## src/rtl/corr_pkg.sv

```systemverilog
// Shared definitions for the correlator front-end: sequencer states and loop widths.
// LOOP0_DEFAULT is also used by the signal-delay stage so chunk phasing lines up.
package corr_pkg;

    localparam int LOOP0_DEFAULT = 3;
    localparam int LOOP1_DEFAULT = 4;

    typedef enum logic [1:0] {
        IDLE  = 2'd0,
        RUN   = 2'd1,
        FLUSH = 2'd2
    } seq_state_t;

    // Counter width for a loop of n steps; never narrower than one bit.
    function automatic int cnt_bits(input int n);
        return (n <= 2) ? 1 : $clog2(n);
    endfunction

    function automatic int ibits(input int loop0);
        return cnt_bits(loop0);
    endfunction

    function automatic int obits(input int loop1);
        return cnt_bits(loop1);
    endfunction

endpackage

```

## src/rtl/corr_sequencer_loop_counter.sv

```systemverilog
// Modulo-COUNT step counter with combinational wrap strobe.
// Latency: count_o updates on the edge after step_i; wrap_o is same-cycle.
// Backpressure: none; clear_i overrides step_i.
module loop_counter
    import corr_pkg::*;
#(
    parameter int COUNT = 3,
    localparam int W = cnt_bits(COUNT)
) (
    input  logic         clock,
    input  logic         reset_n,
    input  logic         clear_i,
    input  logic         step_i,
    output logic [W-1:0] count_o,
    output logic         wrap_o
);

    localparam logic [W-1:0] LAST = W'(COUNT - 1);

    assign wrap_o = step_i && (count_o == LAST);

    always_ff @(posedge clock or negedge reset_n) begin
        if (!reset_n) begin
            count_o <= '0;
        end else if (clear_i) begin
            count_o <= '0;
        end else if (step_i) begin
            count_o <= (count_o == LAST) ? '0 : count_o + W'(1);
        end
    end

endmodule

```

## src/rtl/corr_sequencer.sv

```systemverilog
// Counts valid sample beats into chunks/windows, drives chain strobes, hands windows to readout.
// Latency: beat/idx/chunk/first/last 1 cycle after the counted valid_i; bank flips 1 cycle after last_o.
// Backpressure: res_valid_o/res_ready_i; an unread window is overwritten and flagged in sticky overflow_o.
module corr_sequencer
    import corr_pkg::*;
#(
    parameter int LOOP0 = LOOP0_DEFAULT,
    parameter int LOOP1 = LOOP1_DEFAULT,
    localparam int IBITS = ibits(LOOP0),
    localparam int OBITS = obits(LOOP1)
) (
    input  logic             clock,
    input  logic             reset_n,
    input  logic             start_i,
    input  logic             stop_i,
    input  logic             valid_i,
    output logic             busy_o,
    output logic [IBITS-1:0] idx_o,
    output logic [OBITS-1:0] chunk_o,
    output logic             beat_o,
    output logic             first_o,
    output logic             last_o,
    output logic             bank_o,
    output logic             res_valid_o,
    input  logic             res_ready_i,
    output logic             res_bank_o,
    output logic             overflow_o
);

    seq_state_t       state, state_nxt;
    logic             stop_pend, stop_pend_nxt;
    logic             beat;
    logic             cnt_clear;
    logic [IBITS-1:0] in_cnt;
    logic [OBITS-1:0] out_cnt;
    logic             in_wrap;
    logic             win_end;

    assign beat      = (state == RUN) && valid_i;
    assign cnt_clear = (state != RUN);

    loop_counter #(.COUNT(LOOP0)) u_inner (
        .clock   (clock),
        .reset_n (reset_n),
        .clear_i (cnt_clear),
        .step_i  (beat),
        .count_o (in_cnt),
        .wrap_o  (in_wrap)
    );

    loop_counter #(.COUNT(LOOP1)) u_outer (
        .clock   (clock),
        .reset_n (reset_n),
        .clear_i (cnt_clear),
        .step_i  (in_wrap),
        .count_o (out_cnt),
        .wrap_o  (win_end)
    );

    always_ff @(posedge clock or negedge reset_n) begin
        if (!reset_n) begin
            state     <= IDLE;
            stop_pend <= 1'b0;
        end else begin
            state     <= state_nxt;
            stop_pend <= stop_pend_nxt;
        end
    end

    always_comb begin
        state_nxt     = state;
        stop_pend_nxt = stop_pend;
        case (state)
            IDLE: begin
                if (start_i) begin
                    state_nxt     = RUN;
                    stop_pend_nxt = 1'b0;
                end
            end
            RUN: begin
                if (stop_i) begin
                    stop_pend_nxt = 1'b1;
                end
                // A stop on the final beat itself still counts for this window.
                if (win_end && (stop_pend || stop_i)) begin
                    state_nxt = FLUSH;
                end
            end
            FLUSH: begin
                if (!res_valid_o || res_ready_i) begin
                    state_nxt = IDLE;
                end
            end
            default: state_nxt = IDLE;
        endcase
    end

    always_ff @(posedge clock or negedge reset_n) begin
        if (!reset_n) begin
            busy_o      <= 1'b0;
            idx_o       <= '0;
            chunk_o     <= '0;
            beat_o      <= 1'b0;
            first_o     <= 1'b0;
            last_o      <= 1'b0;
            bank_o      <= 1'b0;
            res_valid_o <= 1'b0;
            res_bank_o  <= 1'b0;
            overflow_o  <= 1'b0;
        end else begin
            busy_o  <= (state_nxt != IDLE);
            beat_o  <= beat;
            first_o <= beat && (in_cnt == '0) && (out_cnt == '0);
            last_o  <= win_end;
            if (beat) begin
                idx_o   <= in_cnt;
                chunk_o <= out_cnt;
            end
            // Chains tag the last beat with the old bank, so flip only after it has gone out.
            if (last_o) begin
                bank_o <= ~bank_o;
            end
            if (win_end) begin
                res_valid_o <= 1'b1;
                res_bank_o  <= bank_o;
                if (res_valid_o && !res_ready_i) begin
                    overflow_o <= 1'b1;
                end
            end else if (res_valid_o && res_ready_i) begin
                res_valid_o <= 1'b0;
            end
        end
    end

endmodule
```

## config.mk

```make
export PLATFORM = sky130hd
export DESIGN_NAME = corr_sequencer
export DESIGN_NICKNAME = d
export VERILOG_FILES = /design/src/rtl/corr_pkg.sv /design/src/rtl/corr_sequencer_loop_counter.sv /design/src/rtl/corr_sequencer.sv
export SDC_FILE = /design/constraint.sdc
export NUM_CORES = 1
export LEC_CHECK = 0
export ABC_AREA = 1
export ABC_CLOCK_PERIOD_IN_PS = 1100
export BUFFER_PORTS_ARGS = -buffer_cell sky130_fd_sc_hd__clkbuf_2
export CORE_MARGIN = 8
export CORE_UTILIZATION = 45
export CTS_CLUSTER_DIAMETER = 200
export DETAILED_ROUTE_END_ITERATION = 7
export HOLD_SLACK_MARGIN = 0.02
export PLACE_DENSITY = 0.76
export SYNTH_ARGS = -nofsm -noshare
export SYNTH_HDL_FRONTEND = slang
export SYNTH_SLANG_ARGS = --single-unit
export TNS_END_PERCENT = 30
```

## constraint.sdc

```tcl
create_clock -name clock -period 1.1 [get_ports clock]
set_input_delay 0.11 -clock clock [delete_from_list [all_inputs] [get_ports clock]]
set_output_delay 0.11 -clock clock [all_outputs]
set_load 0.005 [all_outputs]
```

---- After elaboration in Yosys (flattened, before gate mapping) ----
Index checks and enable logic that the tools add are counted.
cells by class
  add/subtract/negate cells ............... 2
  equal/unequal tests ..................... 7
  muxes and demuxes ....................... 15
  bitwise logic cells ..................... 1
  reductions and logical operators ........ 22
operator list
  cell                   number
  $mux W2                9
  $reduce_bool A2 Y1     5
  $logic_and A1 B1 Y1    8
  $eq A2 B2 Y1 const B   3
  $logic_not A2 Y1       3
  $pmux W2 S3            1
  $add A2 B1 Y2 const B  2
  $mux W1                4
  $ne A2 B2 Y1 const B   2
  $reduce_and A3 Y1      1
  $eq A2 B1 Y1 const B   1
  $logic_not A1 Y1       2
  $logic_or A1 B1 Y1     2
  $ne A2 B1 Y1 const B   1
  $pmux W1 S2            1
  $reduce_and A2 Y1      1
  $not A1 Y1             1
storage, ports and cells
  bits in registers ....................... 19
  input port bits ......................... 6
  word-level logic and storage cells ...... 61

---- Logic depth before layout (Yosys ltp) ----
Gate-level depths: netlist of run 1.
  depth after elaboration ................. 8
  depth in mapped cells ................... 7
  gate-level depth less buffers ........... 7

---- Hierarchy ----
From an unflattened synthesis of run 1, not the netlist that was laid out.
second synthesis, totals
  cell total of the unflattened synthesis .. 86
  area, all modules ....................... 784.5 um2
by module, submodules not included
  module                  times used  cells an instance  area an instance (um2)  seq. area each (um2)
  corr_sequencer          1           58                 576.8                   375.4
  loop_counter (u_outer)  1           14                 108.9                   50.0
  loop_counter (u_inner)  1           14                 98.8                    50.0

---- Worst setup path before layout of run 1 ----
Ideal clock, no wire load.
  path type ............................... register to register
  from .................................... reg state[1]
  to ...................................... reg state[0]
  setup time .............................. 0.119 ns
  arrival time ............................ 0.928 ns
  data required time ...................... 0.981 ns
  setup slack ............................. 0.053 ns
  cell stages (with the launch flop) ...... 7
  cells stage by stage .................... dfrtp_1 inv_2 nand3_4 nor2_8 nand3_2 nand2_1 nand2_1
on the way
  cells in the longest elaborated chain, start to end .. 7
ends and longest elaborated chain
  item                               RTL line                                    RTL
  start, declared                    corr_sequencer.sv:30                        seq_state_t state, state_nxt;
  start signal, assigned             corr_sequencer.sv:65                        state <= state_nxt;
  $eq A2 B1 Y1                       corr_sequencer.sv:39, corr_sequencer.sv:73
  $logic_and A1 B1 Y1                corr_sequencer.sv:39                        assign beat = (state == RUN) && valid_i;
  $logic_and A1 B1 Y1 (2 in series)  corr_sequencer_loop_counter.sv:20           assign wrap_o = step_i && (count_o == LAST);
  $logic_and A1 B1 Y1                corr_sequencer.sv:85                        if (win_end && (stop_pend || stop_i)) begin
  $mux W2                            corr_sequencer.sv:85
  $pmux W2 S3 *                      corr_sequencer.sv:73                        case (state)
  named net state_nxt[0]             corr_sequencer.sv:30
Mark *: on every way through the listed nets, which the timed path passes. The rest lies on a longest branch.
A chain may end at the register's enable or synchronous reset.

---- Final worst setup path of run 1 ----
Same ends and word-level chain as after synthesis.

==> flow_summary.ini, run 1 <==
[timing]
finClkSkew_ns = 0.00399
maxSlewViolCount = 0
final-hold-violation-count = 0
fmax_mhz = 920
setup_ws_ns = 0.0131
slew_headroom_pct = 69.2
worst_pin_slew_ns = 0.462
post-route-min-period_ns = 1.09
timing.final.crit_share_pct = 98.8
rsz0062_at_grt = true
finalSetupViolations = 0

[power]
netSwitchingPower_uw = 825
p_seq_share_pct = 47.4
totalPowerFinal_mw = 2.26
irDropWorstVdd_mv = 0.906
p_int_mw = 1.44
power_leakage_nw = 0.568
combPwrFrac_pct = 37.5
p_clk_share_pct = 15.1
netSwitchingFraction_pct = 36.4
power_density_mw_per_mm2 = 2250

[placed_design]
place_congestion = 0.834
place_ws_ns = 0.00563
hpwlAfterDp_mm = 1.12
io_buffers = 17

[die]
core_area_mm2 = 0.00169
start_util_pct = 47.0
die_area_mm2 = 0.00336
die_x_um = 58.0
rows = 15
ios = 18
die_h_um = 58.0

[routing]
vias_per_cell = 4.90
drcViolationCount = 0
dr_total_vias = 593
firstDrtPassIters = 4
first_iter_violations = 9
wl_per_cell_um = 12.8
wl_mm = 1.55
drtAntennaViolNets = 0

[synthesis]
synth_top_area_share_pct = 59.9
syn_inst = 76
yosysTopAreaCell = dfrtp_1
synth_edf_count = 0
synth_most_common_cell = dfrtp_1
postSynthAreaPerCell_um2 = 10.4
synth_commonest_cells = dfrtp_1, nand2_1, inv_1
synth-seq-cells = 19
synth_nets = 84
ys_seq_area_share_pct = 59.9
yosys.cell_types.count = 22
async_flop_share_pct = 100
yosys_warnings = 0
netlist_area_um2 = 793
synth_area_leaders = dfrtp_1, nand2_1, inv_1, nor2_1, ha_1
synth_flop_cell = dfrtp_1

[global_routing]
grt_first_pass_wirelength_mm = 2.54
grt_max_degree = 20
gr-total-overflow = 0
grt_pass1_vias = 593
grt_antenna_before_repair = 0
grt.total_usage_pct = 9.71

[clock_network]
clock_path_buffers = 2
tritoncts = yes
cts.sinks = 19
cts_root_buf = clkbuf_4
path_clk_slew_ns = 0.10
cts_max_level = 1
clk_latency_ns = 0.29
cts_buffers = 3

[run]
cap_viol_max_count = 0

[final_layout]
fin_nets = 113
area_growth_pct = 27.0
drive_above_1_share_pct = 40.4
diodes = 0

[setup_path]
arrival_ns = 1.27
slowest_delay_ns = 0.42
crit_family = simple AND/OR/NAND/NOR gates
cp_common_cell = nand3_4
crit_chain = inv_2, nand3_4, nor2_8, nand3_4, nand2_2, nand2_1
required_ns = 1.29
path_buf_inv = 1
worstSetupEndpointType = flop
crit_fanout = 5
slowest_stage = dfrtp_1
cp-start-kind = flop
crit_type = flop to flop
critPathLaunch = state[1]$_DFF_PN0_
r2r-start = state[1]$_DFF_PN0_

[min_path]
worstHoldPathType = primary input to flop
min_from = stop_i

[outcome]
status = completed
[per-stage QoR]
| stage | TNS, ns | hold slack [ns] | util, % | instances | cell area, um2 |
|---|---|---|---|---|---|
| detailed placement | 0 | 0.0825 | 53.7 | 111 | 907 |
| global placement | 0 | 0.0735 | 53.7 | 111 | 907 |
| floorplan | 0 | -0.186 | - | 76 | 793 |
| finish | 0 | 0.0613 | 59.6 | 121 | 1010 |
| global route | -0.268 | 0.0513 | 59.6 | 121 | 1010 |
| CTS | -0.00471 | 0.0587 | 56.9 | 118 | 961 |
[kinds of logic (layout without fill, tap and decap cells)]
| kind of cell | after synthesis | count (layout) | share of synthesized area [%] |
|---|---|---|---|
| simple gates | 35 | 35 | 24.4 |
| flops | 19 | 19 | 59.9 |
| buf+inv | 12 | 40 | 5.84 |
| compound gates | 7 | 7 | 5.52 |
| fa+ha+maj | 2 | 2 | 3.15 |
| xor+xnor | 1 | 1 | 1.10 |
[layout make-up]
type / count / area (um2)
clock buffer: 4 / 26.3
fill: 145 / 682
inverter: 12 / 46.3
multi-input combinational: 45 / 294
sequential: 19 / 475
tap: 17 / 21.3
timing repair buffer: 24 / 144
[sequential cells by signal (all words and copies together), names as in the netlist]
signal / flops
bank_o: 1
beat_o: 1
busy_o: 1
chunk_o: 2
first_o: 1
idx_o: 2
last_o: 1
overflow_o: 1
res_bank_o: 1
res_valid_o: 1
state: 2
stop_pend: 1
u_inner.count_o: 2
u_outer.count_o: 2
[power by group through the flow]
stage	clock, mW	combinational, mW	sequential, mW
floorplan	0	0.454	1.07
global placement	0	0.708	1.06
detailed placement	0	0.725	1.08
CTS	0.355	0.765	1.07
global route	0.392	0.941	1.10
finish	0.342	0.850	1.07
[layer usage]
| layer | share of wire, % | track usage [%] | vias up |
|---|---|---|---|
| met2 | 51 | 17.2 | 12 |
| met1 | 44 | 10.5 | 284 |
| met5 | 0 | 0 | - |
| li1 | - | - | 293 |
| met3 | 3.0 | 1.32 | 4 |
| met4 | 2.6 | 6.29 | 0 |
[what timing repair did]
| item | in CTS | in global routing |
|---|---|---|
| endpoints found under the hold margin | 19 | 0 |
| pin swaps | 1 | 3 |
| setup endpoints to repair | 1 | 10 |
| hold buffers | 1 | 0 |
| buffers inserted | 2 | 3 |
| gates resized for setup | 1 | 10 |
[worst register-to-register path: stages (launching register included)]
cell	delay (ns)
dfrtp_1	0.42
inv_2	0.09
nand3_4	0.11
nor2_8	0.17
nand3_4	0.10
nand2_2	0.06
nand2_1	0.04
[cells in the final DEF, fill, tap and decap left out, types with 2 or more instances in the layout]
cell / instances
nor2_2: 2
nand3_1: 2
o21ai_1: 2
nand2_2: 3
inv_2: 3
inv_1: 8
clkbuf_4: 3
nand2_1: 14
dfrtp_1: 19
nor2_1: 6
clkbuf_2: 17
buf_4: 5
nand3_4: 2
[final timing paths]
path / to / slack, ns / cells after the start
worst min-delay path: stop_pend$_DFFE_PN0P_ / 0.06 / 2
min in group asynchronous: u_outer.count_o[1]$_DFFE_PN0P_ / 0.29 / 2
max in group asynchronous: res_bank_o$_DFFE_PN0P_ / 0.49 / 2
worst min register to register: bank_o$_DFFE_PN0P_ / 0.47 / 1
worst max register to register: state[0]$_DFF_PN0_ / 0.01 / 6
worst max-delay path: state[0]$_DFF_PN0_ / 0.01 / 6
Power figures use the tool's default switching activity.
==> run 2: changes to the inputs <==
CTS_BUF_LIST = sky130_fd_sc_hd__clkbuf_4 sky130_fd_sc_hd__clkbuf_8 sky130_fd_sc_hd__clkbuf_16   (was default)
==> run 2 against run 1 <==
Compared with the run above:
- die area stayed put
- global-route usage stayed put
- critical path depth stayed put
- sequential cell count stayed put
- worst setup slack worse by 0.0012 ns
- final cell count stayed put
- largest power group unchanged
==> flow_summary.ini, run 2 (synthesis results as in run 1) <==
[outcome]
status = completed

[routing]
drtAntennaViolNets = 0
drcViolationCount = 0
wl_mm = 1.54
dr_total_vias = 588
wl_per_cell_um = 12.7
firstDrtPassIters = 4
first_iter_violations = 8
vias_per_cell = 4.86

[power]
power_density_mw_per_mm2 = 2260
irDropWorstVdd_mv = 0.967
totalPowerFinal_mw = 2.28
power_leakage_nw = 0.571

[clock_network]
path_clk_slew_ns = 0.10
cts_root_buf = clkbuf_4
clock_path_buffers = 2
cts_max_level = 1
tritoncts = yes
cts.sinks = 19
cts_buffers = 3
clk_latency_ns = 0.29

[final_layout]
fin_nets = 113
utilization_pct = 59.9
area_growth_pct = 27.4
final_cell_mix = dfrtp_1, clkbuf_2, nand2_1, inv_1, nor2_1
final_common_cell = dfrtp_1
drive_above_1_share_pct = 41.3
instances_no_fill = 121
diodes = 0
design_area_mm2 = 0.00101

[timing]
worst_pin_slew_ns = 0.461
fin_hold_ws_ns = 0.0634
slew_headroom_pct = 69.3
final-hold-violation-count = 0
setup_ws_ns = 0.0119
finalSetupTns_ns = 0
fmax_mhz = 919
finClkSkew_ns = 0.00210
post-route-min-period_ns = 1.09
maxSlewViolCount = 0
finalSetupViolations = 0
timing.final.crit_share_pct = 98.9
rsz0062_at_grt = true

[setup_path]
crit_type = flop to flop
worstSetupEndpointType = flop
critPathLaunch = state[1]$_DFF_PN0_
crit_fanout = 5
r2r-start = state[1]$_DFF_PN0_
arrival_ns = 1.27
required_ns = 1.29
cp-start-kind = flop

[run]
cap_viol_max_count = 0

[global_routing]
grt_max_degree = 20
grt_first_pass_wirelength_mm = 2.54
grt.total_usage_pct = 9.71
grt_antenna_before_repair = 0
grt_pass1_vias = 593
gr-total-overflow = 0

[min_path]
worstHoldPathType = primary input to flop
min_from = stop_i

[die]
start_util_pct = 47.0
rows = 15
die_x_um = 58.0
die_h_um = 58.0
die_area_mm2 = 0.00336
ios = 18
core_area_mm2 = 0.00169

[placed_design]
place_congestion = 0.834
dp.cells = 111
io_buffers = 17
placedInstanceArea_um2 = 907
place_ws_ns = 0.00563
hpwlAfterDp_mm = 1.12
==> run 2: worst paths after layout <==
kind	end	slack [ns]	cells after the start
max in group asynchronous	res_bank_o$_DFFE_PN0P_	0.49	2
hold reg to reg	bank_o$_DFFE_PN0P_	0.47	1
setup / recovery	state[0]$_DFF_PN0_	0.01	6
min in group asynchronous	u_outer.count_o[1]$_DFFE_PN0P_	0.29	2
hold / removal	stop_pend$_DFFE_PN0P_	0.06	2
setup reg to reg	state[0]$_DFF_PN0_	0.01	6
==> run 2: worst max-delay path, cell delays in order (launching register included) <==
cell,delay [ns]
dfrtp_1,0.42
inv_2,0.09
nand3_4,0.11
nor2_8,0.17
nand3_4,0.09
nand2_2,0.06
nand2_1,0.04
==> run 2: final cells by class <==
| type | instances | area, um2 |
|---|---|---|
| Clock buffer | 4 | 30.0 |
| Fill cell | 143 | 678 |
| Inverter | 12 | 46.3 |
| Multi-Input combinational cell | 45 | 294 |
| Sequential cell | 19 | 475 |
| Tap cell | 17 | 21.3 |
| Timing Repair Buffer | 24 | 144 |
==> run 2: timing repair <==
| action | 4_1_cts | 5_1_grt |
|---|---|---|
| setup endpoints to repair | 1 | 10 |
| resized for setup | 1 | 10 |
| pin swaps | 1 | 3 |
| endpoints found under the hold margin | 19 | 0 |
| gates cloned | 0 | 0 |
| setup buffers | 2 | 3 |
| hold buffers | 1 | 0 |
==> run 2: per-layer routing <==
| layer | up-vias | track usage [%] | wire length (um) |
|---|---|---|---|
| li1 | 293 | - | - |
| met4 | 0 | 6.29 | 40 |
| met2 | 12 | 17.2 | 785 |
| met5 | - | 0 | 0 |
| met3 | 4 | 1.32 | 45 |
| met1 | 279 | 10.5 | 664 |
==> run 2: report_power, final <==
group / leakage (nW) / total, mW / internal, mW / switching [mW]
Combinational: 0.315 / 0.848 / 0.381 / 0.468
Sequential: 0.238 / 1.07 / 0.918 / 0.154
Clock: 0.0184 / 0.364 / 0.166 / 0.198
Total: 0.571 / 2.28 / 1.46 / 0.820
==> run 3: changes to the inputs <==
SYNTH_HIERARCHICAL = 1   (was default)
==> run 3 against run 2 <==
Compared with the run above:
- the flow now finishes with violations (setup timing)
- routed wire length up 10%
- worst setup slack worse by 0.26 ns
- clock-buffer cell count unchanged
- sequential share of layout area down 5.7 points
- cell area grew 14%
- via count rose by 13%
- critical endpoint is now busy_o$_DFF_PN0_
- largest power group unchanged
==> flow_summary.ini, run 3 <==
[final_layout]
final_cell_mix = nand2_1, dfrtp_1, clkbuf_2, buf_4, inv_1
utilization_pct = 68.1
design_area_mm2 = 0.00115
drive_above_1_share_pct = 51.6
fin_nets = 136
area_growth_pct = 46.6
diodes = 0

[die]
core_area_mm2 = 0.00169
start_util_pct = 46.4
die_x_um = 57.8
ios = 18
die_area_mm2 = 0.00334
rows = 15
die_h_um = 57.8

[timing]
finalSetupTns_ns = -2.30
final-hold-violation-count = 0
finClkSkew_ns = 0.00762
setup_ws_ns = -0.251
worst_pin_slew_ns = 0.451
finalSetupViolations = 16
maxSlewViolCount = 0
slew_headroom_pct = 69.9
fmax_mhz = 740
rsz0062_at_grt = true
timing.final.crit_share_pct = 123
post-route-min-period_ns = 1.35

[setup_path]
worstSetupEndpointType = flop
required_ns = 1.29
arrival_ns = 1.54
crit_type = flop to flop
ff2ff_path_depth = 10
slowest_stage = dfrtp_1
slowest_delay_ns = 0.43
critPathLaunch = state[1]$_DFF_PN0_
rrSetupSlack_ns = -0.25
r2r-start = state[1]$_DFF_PN0_
crit_fanout = 3
crit_chain = nor2_4, nand2_4, inv_4, nand2_4, nor2_4, nand2_2, inv_2, o21ai_2, a21oi_2, nand2_1
path_buf_inv = 2
rr_endpoint = busy_o$_DFF_PN0_
cp-start-kind = flop
crit_family = simple AND/OR/NAND/NOR gates

[clock_network]
cts_root_buf = clkbuf_4
tritoncts = yes
path_clk_slew_ns = 0.11
clock_path_buffers = 2
cts.sinks = 19
cts_buffers = 3
cts_max_level = 1
clk_latency_ns = 0.29

[power]
p_clk_share_pct = 16.2
netSwitchingFraction_pct = 34.3
p_int_mw = 1.50
totalPowerFinal_mw = 2.28
irDropWorstVdd_mv = 1.16
power_leakage_nw = 0.651
netSwitchingPower_uw = 783
power_density_mw_per_mm2 = 1980
combPwrFrac_pct = 39.0
p_seq_share_pct = 44.8

[placed_design]
place_congestion = 0.812
place_ws_ns = -0.276
placedInstanceArea_um2 = 998
hpwlAfterDp_mm = 1.14
io_buffers = 17

[routing]
vias_per_cell = 4.59
drtAntennaViolNets = 0
dr_total_vias = 665
drcViolationCount = 0
first_iter_violations = 28
wl_mm = 1.69
wl_per_cell_um = 11.6
firstDrtPassIters = 4

[synthesis]
yosysTopAreaCell = dfrtp_1
yosys_warnings = 6
synth_commonest_cells = nand2_1, dfrtp_1, inv_1
synth_flop_cell = dfrtp_1
synth_nets = 93
postSynthAreaPerCell_um2 = 9.12
ys_seq_area_share_pct = 60.6
netlist_area_um2 = 785
yosys.cell_types.count = 16
synth_edf_count = 0
async_flop_share_pct = 100
synth_most_common_cell = nand2_1
synth_top_area_share_pct = 60.6
synth-seq-cells = 19
synth_area_leaders = dfrtp_1, nand2_1, inv_1, nor2_1, a21oi_1
syn_inst = 86

[global_routing]
grt_antenna_before_repair = 0
grt_first_pass_wirelength_mm = 2.77
grt.total_usage_pct = 10.5
grt_max_degree = 20
gr-total-overflow = 0
grt_pass1_vias = 665

[min_path]
min_to = stop_pend$_DFFE_PN0P_
whs_path_depth = 3
worstHoldPathType = primary input to flop
min_from = stop_i

[outcome]
violations = setup timing
status = finished with violations

[run]
cap_viol_max_count = 0
run 3: cells by family (layout without fill, tap and decap cells):
| logic type | Yosys count | count (layout) | share of synthesized area, % |
|---|---|---|---|
| buffers and inverters | 15 | 57 | 7.18 |
| AO/OA/AOI/OAI | 9 | 9 | 6.06 |
| flip-flops | 19 | 19 | 60.6 |
| AND/OR/NAND/NOR | 41 | 41 | 23.4 |
| XOR/XNOR | 1 | 1 | 1.12 |
| adder cells (fa/ha/maj) | 1 | 1 | 1.59 |
run 3: stage by stage:
step / hold WS (ns) / instances
CTS: 0.0541 / 142
finish: 0.0663 / 145
floorplan: -0.186 / 86
detailed placement: 0.0816 / 132
global route: 0.0825 / 145
global placement: 0.0758 / 132
run 3: area by class of cell:
class | count | area [um2]
clock buffer | 4 | 30.0
multi-input combinational | 52 | 308
timing repair buffer | 38 | 256
fill | 115 | 539
inverter | 15 | 58.8
sequential | 19 | 475
tap | 17 | 21.3
run 3: tightest hold or removal path: cells and delay by family:
family	cells	cell delay, ns
buffers and inverters	1	0.11
and+or+nand+nor	2	0.12
run 3: power groups by stage:
stage               combinational [mW]  clock (mW)  sequential [mW]
finish                           0.890       0.370             1.02
global placement                 0.725           0             1.01
CTS                              0.804       0.385             1.00
global route                     0.973       0.409             1.05
detailed placement               0.747           0             1.02
floorplan                        0.355           0             1.05
run 3: how the worst max path moves through the flow:
stage / to / cells after the start
after global routing: busy_o$_DFF_PN0_ / 11
after detailed placement: busy_o$_DFF_PN0_ / 10
final: busy_o$_DFF_PN0_ / 10
after floorplan: busy_o$_DFF_PN0_ / 10
after global placement: busy_o$_DFF_PN0_ / 10
after CTS: busy_o$_DFF_PN0_ / 10
run 3: timing repair:
action | CTS | global route
buffers inserted | 5 | 3
endpoints found under the hold margin | 19 | 0
gates cloned | 0 | 0
pin swaps | 6 | 4
resized for setup | 4 | 15
setup endpoints to repair | 9 | 17
hold buffers | 1 | 0
run 3: layer usage:
layer  global-route usage (%)  up-vias  part of all wire, %
li1                         -      343                    -
met1                     11.9      307                   46
met2                     17.0       13                   49
met3                     2.21        2                  3.3
met4                     7.69        0                  1.6
met5                        0        -                    0
